[src/rtl/reg_wb_stage.sv]
// reg_wb_stage: write-back staging FIFO placed in front of the dffe register array.
// Accepts write requests through a valid/ready handshake and drains them one per
// cycle onto registered active-low write-enable, address and data lines. It also
// forwards pending values so readers see writes that have not reached the array yet.
module reg_wb_stage #(
    parameter int DW    = 32,
    parameter int AW    = 5,
    parameter int DEPTH = 4
) (
    input  logic                       clk,
    input  logic                       clrn,
    input  logic                       in_valid,
    output logic                       in_ready,
    input  logic [AW-1:0]              in_addr,
    input  logic [DW-1:0]              in_data,
    input  logic                       wb_stall,
    output logic                       wen_n,
    output logic [AW-1:0]              wr_addr,
    output logic [DW-1:0]              wr_data,
    input  logic [AW-1:0]              rd_addr,
    output logic                       fwd_hit,
    output logic [DW-1:0]              fwd_data,
    output logic [$clog2(DEPTH):0]     pending
);
    localparam int PW = $clog2(DEPTH);
    localparam int CW = PW + 1;

    logic [AW-1:0] mem_addr [DEPTH];
    logic [DW-1:0] mem_data [DEPTH];

    logic [PW-1:0] head_reg;
    logic [PW-1:0] tail_reg;
    logic [CW-1:0] count_reg;
    logic [CW-1:0] count_next;

    logic          push;
    logic          pop;

    // Ready comes only from the registered count, so there is no path from
    // wb_stall or in_valid. It is held low while reset is asserted.
    assign in_ready = !clrn && (count_reg < CW'(DEPTH));
    // A request to register 0 completes the handshake but creates no entry.
    assign push     = in_valid && in_ready && (in_addr != '0);
    assign pop      = !wb_stall && (count_reg != '0);
    assign pending  = count_reg;

    // Occupancy changes by at most one per cycle. It stays the same on a
    // simultaneous push and pop.
    always_comb begin
        count_next = count_reg;
        case ({push, pop})
            2'b10:   count_next = count_reg + 1'b1;
            2'b01:   count_next = count_reg - 1'b1;
            default: count_next = count_reg;
        endcase
    end

    // Head/tail pointers and count. Reset discards every buffered entry.
    always_ff @(posedge clk or posedge clrn) begin
        if (clrn) begin
            head_reg  <= '0;
            tail_reg  <= '0;
            count_reg <= '0;
        end else begin
            if (push) tail_reg <= tail_reg + 1'b1;
            if (pop)  head_reg <= head_reg + 1'b1;
            count_reg <= count_next;
        end
    end

    // Entry storage. It needs no reset because count marks which entries are valid.
    always_ff @(posedge clk) begin
        if (push) begin
            mem_addr[tail_reg] <= in_addr;
            mem_data[tail_reg] <= in_data;
        end
    end

    // Registered outputs toward the array. Address and data hold when no write is issued.
    always_ff @(posedge clk or posedge clrn) begin
        if (clrn) begin
            wen_n   <= 1'b1;
            wr_addr <= '0;
            wr_data <= '0;
        end else if (pop) begin
            wen_n   <= 1'b0;
            wr_addr <= mem_addr[head_reg];
            wr_data <= mem_data[head_reg];
        end else begin
            wen_n   <= 1'b1;
        end
    end

    // Per-slot match. Slot gi is the entry gi positions after the head
    // (slot 0 is the oldest entry).
    logic [DEPTH-1:0] slot_hit;
    logic [PW-1:0]    slot_idx [DEPTH];

    generate
        for (genvar gi = 0; gi < DEPTH; gi++) begin : g_slot
            assign slot_idx[gi] = head_reg + PW'(gi);
            assign slot_hit[gi] = (CW'(gi) < count_reg) &&
                                  (mem_addr[slot_idx[gi]] == rd_addr);
        end
    endgenerate

    // Forwarding lookup. The output register has the lowest priority, then the
    // slots from oldest to newest, so the newest match wins.
    always_comb begin
        fwd_hit  = 1'b0;
        fwd_data = '0;
        if (!wen_n && (wr_addr == rd_addr)) begin
            fwd_hit  = 1'b1;
            fwd_data = wr_data;
        end
        for (int k = 0; k < DEPTH; k++) begin
            if (slot_hit[k]) begin
                fwd_hit  = 1'b1;
                fwd_data = mem_data[slot_idx[k]];
            end
        end
        if (rd_addr == '0) begin
            fwd_hit  = 1'b0;
            fwd_data = '0;
        end
    end

endmodule
[config.mk]
export PLATFORM = sky130hd
export DESIGN_NAME = reg_wb_stage
export DESIGN_NICKNAME = d
export VERILOG_FILES = /design/src/rtl/reg_wb_stage.sv
export SDC_FILE = /design/constraint.sdc
export NUM_CORES = 1
export LEC_CHECK = 0
export BUFFER_PORTS_ARGS = -buffer_cell sky130_fd_sc_hd__buf_2
export CORE_ASPECT_RATIO = 0.9
export CORE_MARGIN = 2
export CORE_UTILIZATION = 54
export CTS_CLUSTER_SIZE = 20
export DETAILED_ROUTE_END_ITERATION = 8
export PLACE_DENSITY_LB_ADDON = 0.1
export SLEW_MARGIN = 20
export SYNTH_ARGS = -nofsm -noshare
export SYNTH_HDL_FRONTEND = slang
export SYNTH_SLANG_ARGS = --single-unit
[constraint.sdc]
create_clock -name clk -period 2.65 [get_ports clk]
set_input_delay 0.265 -clock clk [delete_from_list [all_inputs] [get_ports clk]]
set_output_delay 0.265 -clock clk [all_outputs]
set_load 0.01 [all_outputs]
Word level (Yosys, flattened, before mapping). Memories as Yosys holds them, arrays and structs flattened. Cells that the tools add are included.

Add/sub/neg operators: 6. Equal/unequal tests: 7. Muxes and demuxes: 16. Reductions and logical operators: 16. Order comparisons: 5.

Operators with widths (number): two-way mux 32 bit (6); equality test 5 bit (5); logical AND 1 bit (9); two-way mux 1 bit (9); less-than comparator 1 x 3 -> 1 bit (first input constant) (2); less-than comparator 2 x 3 -> 1 bit (first input constant) (2); one-hot mux 3 bit (2 select lines) (1); zero test 5 bit (1); nonzero test 5 bit (1); adder 2 x 1 -> 2 bit (second input constant) (2); adder 2 bit (second input constant) (2); adder 3 x 1 -> 3 bit (second input constant) (1); zero test 1 bit (3); less-than comparator 3 bit (second input constant) (1); nonzero test 3 bit (1); subtractor 3 x 1 -> 3 bit (second input constant) (1); equality test 2 x 1 -> 1 bit (second input constant) (1); equality test 2 bit (second input constant) (1); nonzero test 2 bit (1).

Flip-flop bits (word level): 45. Memories: 2. Logic and storage cells: 58. Memory bits (writable): 148. Input bits: 46.

Memory list: mem_data (words 4, bits a word 32, rd ports 4, clocked after Yosys merged registers in 0, write ports 1, line 29) `logic [DW-1:0] mem_data [DEPTH];`; mem_addr (words 4, bits a word 5, rd ports 4, clocked after Yosys merged registers in 0, write ports 1, line 28) `logic [AW-1:0] mem_addr [DEPTH];`.

Longest topological paths before layout.
Word-level depth: 8. Gate-level depth with buffers: 12. Mapped depth without buffers: 8.

Least setup slack after synthesis. OpenSTA, ideal clock, no wires.

Kind: register to output. From: register head_reg[0]. To: output fwd_data[0]. Setup slack: -0.413 ns. Cell stages (with the launch flop): 12. Buffers on the path: 4. Data arrival time: 2.798 ns. Data required time: 2.385 ns. Path through: dfrtp_1 > buf_2 > buf_6 > mux4_2 > xnor2_1 > nand4_1 > or3_1 > clkbuf_1 > nand2b_1 > buf_2 > o221ai_1 > a2111oi_0.

Cells in the longest elaborated chain, start to end: 8. Elaborated cells on any way between the ends: 18. Classes of those cells: add/sub: 3; eq/ne: 4; mux: 5; reduce/logical: 4; memory: 2.

Ends and longest elaborated chain: start, declared (line 31) `logic [PW-1:0] head_reg;`; start signal, assigned (line 66) `if (pop) head_reg <= head_reg + 1'b1;`; adder 2 x 1 -> 2 bit or memory read (4 x 5 bit) (tied branches); memory read (4 x 5 bit) or equality test 5 bit (tied branches); equality test 5 bit or logical AND 1 bit (tied branches) (line 103, 102); logical AND 1 bit or two-way mux 32 bit (tied branches) (line 102, 117); two-way mux 32 bit (2 in a row) (line 117) `if (slot_hit[k]) begin`; two-way mux 32 bit (*) (line 117); two-way mux 32 bit (*) (line 122) `if (rd_addr == '0) begin`; end, declared (line 22) `output logic [DW-1:0] fwd_data,`.

Every way passes the cells marked *; elsewhere a longest branch is shown, timed or not.

Final worst setup path.
From: register head_reg[0]. To: output fwd_data[16].

The elaborated chain is that of the path after synthesis.

==> impl_metrics.py <==
metrics = {
    "sta": {
        "worstMarginPinSlew_ns": 0.987,
        "setup_violations": 33,
        "rsz0062_at_grt": "yes",
        "fin_crit_sh": 1.38,
        "fin_setup_tns_ns": -30.68,
        "final_max_slew_viol_count": 0,
        "setup_slack_ns": -1.00,
        "min_period_ns": 3.65,
        "slew_headroom": 0.341,
        "clock_skew_ns": 0.0125,
        "hold_violations": 0,
        "timing.fmax_mhz": 274,
    },
    "clocking": {
        "insertion_delay_ns": 0.44,
        "clockRootBuffer": "clkbuf_16",
        "cts_buffers": 17,
        "cts.sinks": 193,
        "cts_buffer_depth": 2,
        "holdBufCountCts": 0,
        "cts_tree": "yes",
        "htreeDepth": 4,
        "clkTransAtPathRegs_ns": 0.07,
    },
    "routing": {
        "num_vias": 8541,
        "final_antenna_net_count": 0,
        "vias_per_cell": 6.22,
        "drt-wirelength-per-cell_um": 22.3,
        "dr.pass1.iters": 5,
        "drtIter0Drc": 654,
        "route.detailed.drc": 0,
        "routed_wl_um": 30700,
    },
    "global_routing": {
        "grt_pass1_wl_um": 45900,
        "grt_max_degree": 92,
        "met2_usage": 0.448,
        "grt_pass1_vias": 8433,
        "overflow": 0,
        "grt.busiest_layer": "met2",
        "grt_usage": 0.274,
        "use_met3": 0.0480,
        "grt_use_met1": 0.384,
        "antenna_found_initial": 3,
    },
    "yosys": {
        "syn_area_mm2": 0.0112,
        "synth_commonest_cells": "edfxtp_1, nor2_1, mux2_2",
        "synthFlopType": "edfxtp_1",
        "synth_top_area_share": 0.397,
        "synth_seq_cells": 193,
        "postSynthCellCount": 938,
        "yosysMostFrequentCell": "edfxtp_1",
        "yosys-top-cells-area": "edfxtp_1, mux2_2, dfrtp_1",
        "yosysSeqAreaShare": 0.497,
        "async_flop_share": 0.233,
        "yosysUniqueCellTypes": 37,
        "yosysTopAreaCell": "edfxtp_1",
        "avgSynthCellArea_um2": 11.9,
        "synth_edf_count": 148,
        "yosysWarnings": 0,
        "syn_nets": 993,
    },
    "placement": {
        "place_congestion": 0.903,
        "io_buffers": 120,
        "dp_hpwl_um": 19200,
        "detailedPlace.worstSlack_ns": -0.670,
        "dpl.cell_count": 1319,
    },
    "final_layout": {
        "fillers": 1420,
        "area_growth_pct": 28.0,
        "layout-drive-gt1-share": 0.438,
        "utilization": 0.711,
        "stdcell_count": 1374,
        "fin_nets": 1158,
        "largest_reg_flops": 128,
        "top_register": "mem_data",
        "top_regs": "mem_data x128, wr_data x32, mem_addr x20",
    },
    "floorplanning": {
        "num_rows": 49,
        "pin_count": 121,
        "start_util": 0.556,
        "core_mm2": 0.0202,
        "dieArea_mm2": 0.0219,
        "fp.dieW_um": 156,
        "die_y_um": 141,
    },
    "setup_path": {
        "crit_type": "flip-flop to primary output",
        "reg2reg_depth": 7,
        "cp.arrival_ns": 3.39,
        "rrSetupSlack_ns": 0.13,
        "r2r_start": "head_reg[1]",
        "worstPathMaxFanout": 6,
        "max_stage_delay_ns": 0.56,
        "critPathMostFrequentCell": "buf_12",
        "end_kind": "primary output",
        "crit_required_ns": 2.38,
        "critical-path-slowest-cell": "or4_4",
        "worstPathCellList": "buf_12 > mux4_2 > xnor2_1 > nand2_1 > or4_4 > nand3b_1 > buf_6 > buf_12 > a21oi_1 > a2111oi_4 > buf_2",
        "timing.rr.end": "wr_data[20]",
        "startpoint_type": "flip-flop",
    },
    "flow_run": {
        "maxCapViolCount": 0,
    },
    "power_and_ir_drop": {
        "power_density_mw_per_mm2": 1050,
        "p_total_mw": 15.1,
        "ir_drop_mv": 0.582,
        "p_leak_nw": 5.45,
    },
    "min_path": {
        "min-delay-start": "in_data[25]",
        "hp-class": "input port to flip-flop",
        "min_to": "mem_data[2][25]",
        "min_path_cells": 1,
    },
    "run_status": {
        "violations": "setup timing",
        "status": "finished, violations left",
    },
}
## cell type report
type | instances | area, um^2 | area share
well taps | 255 | 319 | 0.0222
diodes | 3 | 7.51 | 0.000523
inverters | 8 | 30.0 | 0.00209
clock inverters | 12 | 135 | 0.00942
multi-input cells | 653 | 6000 | 0.418
clock buffers | 20 | 437 | 0.0304
repair buffers | 230 | 1830 | 0.128
flip-flops and latches | 193 | 5580 | 0.389
## cell usage in the layout, fill, tap and decap left out, types with 8 or more instances in the layout
cell type	count
mux4_2	17
nand2b_1	32
ha_1	9
nor2_1	102
buf_2	120
edfxtp_1	148
buf_6	8
o221ai_1	32
xnor2_2	9
a211o_1	32
a2111oi_4	31
mux2_2	101
buf_4	72
a211oi_2	22
xnor2_1	16
a21oi_2	28
buf_12	19
mux2i_1	71
a211oi_1	9
dfrtp_1	42
nand2_1	70
a21oi_1	37
clkbuf_16	21
## worst max-delay path: cells and delay by family (launching register included)
| family | cells | cell delay, ns |
|---|---|---|
| mux | 1 | 0.50 |
| flops | 1 | 0.48 |
| simple gates | 3 | 0.87 |
| compound gates | 2 | 0.32 |
| buf+inv | 4 | 0.61 |
| xor+xnor | 1 | 0.17 |
## power by group
part           internal [mW]  switching (mW)  total [mW]
clock network           1.40            1.16        2.56
logic                   3.98            4.40        8.38
registers               3.79           0.397        4.19
total                   9.17            5.96        15.1
## worst max path at each step
stage | startpoint | end | slack [ns] | cells after the start
floorplan | head_reg[1] | fwd_data[22] | -0.24 | 11
global route | head_reg[1] | fwd_data[16] | -1.13 | 12
finish | head_reg[0] | fwd_data[16] | -1.00 | 11
detailed placement | head_reg[1] | fwd_data[16] | -0.67 | 9
CTS | head_reg[1] | fwd_data[16] | -1.01 | 9
global placement | head_reg[1] | fwd_data[0] | -0.58 | 9
## logic make-up (layout without fill, tap and decap cells)
| family | count (synthesis) | count (layout) | synth area share |
|---|---|---|---|
| AOI/OAI and AO/OA | 200 | 200 | 0.146 |
| xor gates and xnor gates | 31 | 31 | 0.0242 |
| adders and majority gates | 9 | 9 | 0.0100 |
| and+or+nand+nor | 224 | 224 | 0.0868 |
| other | 0 | 3 | 0 |
| buffers and inverters | 92 | 270 | 0.0363 |
| muxes | 189 | 189 | 0.199 |
| DFF | 193 | 193 | 0.497 |
## per-layer routing
metal | vias to the layer above | part of all wire
met5 | - | 0.00042
met4 | 2 | 0.0093
met3 | 26 | 0.067
met2 | 313 | 0.48
met1 | 4305 | 0.44
li1 | 3895 | -
## through the flow
stage | hold slack (ns) | instance area, um^2
after global placement | 0.478 | 13100
after CTS | 0.0265 | 14000
after global routing | 0.0333 | 14300
final | 0.0409 | 14300
after floorplan | 0.364 | 11600
after detailed placement | 0.481 | 13100
## what timing repair did
item                                    CTS  global route
setup buffers                             7             7
gates cloned                              2             4
resized for setup                        37            57
pin swaps                                 5            26
endpoints found under the setup margin   33            33
Note: power is estimated with default switching activity, not from simulation.
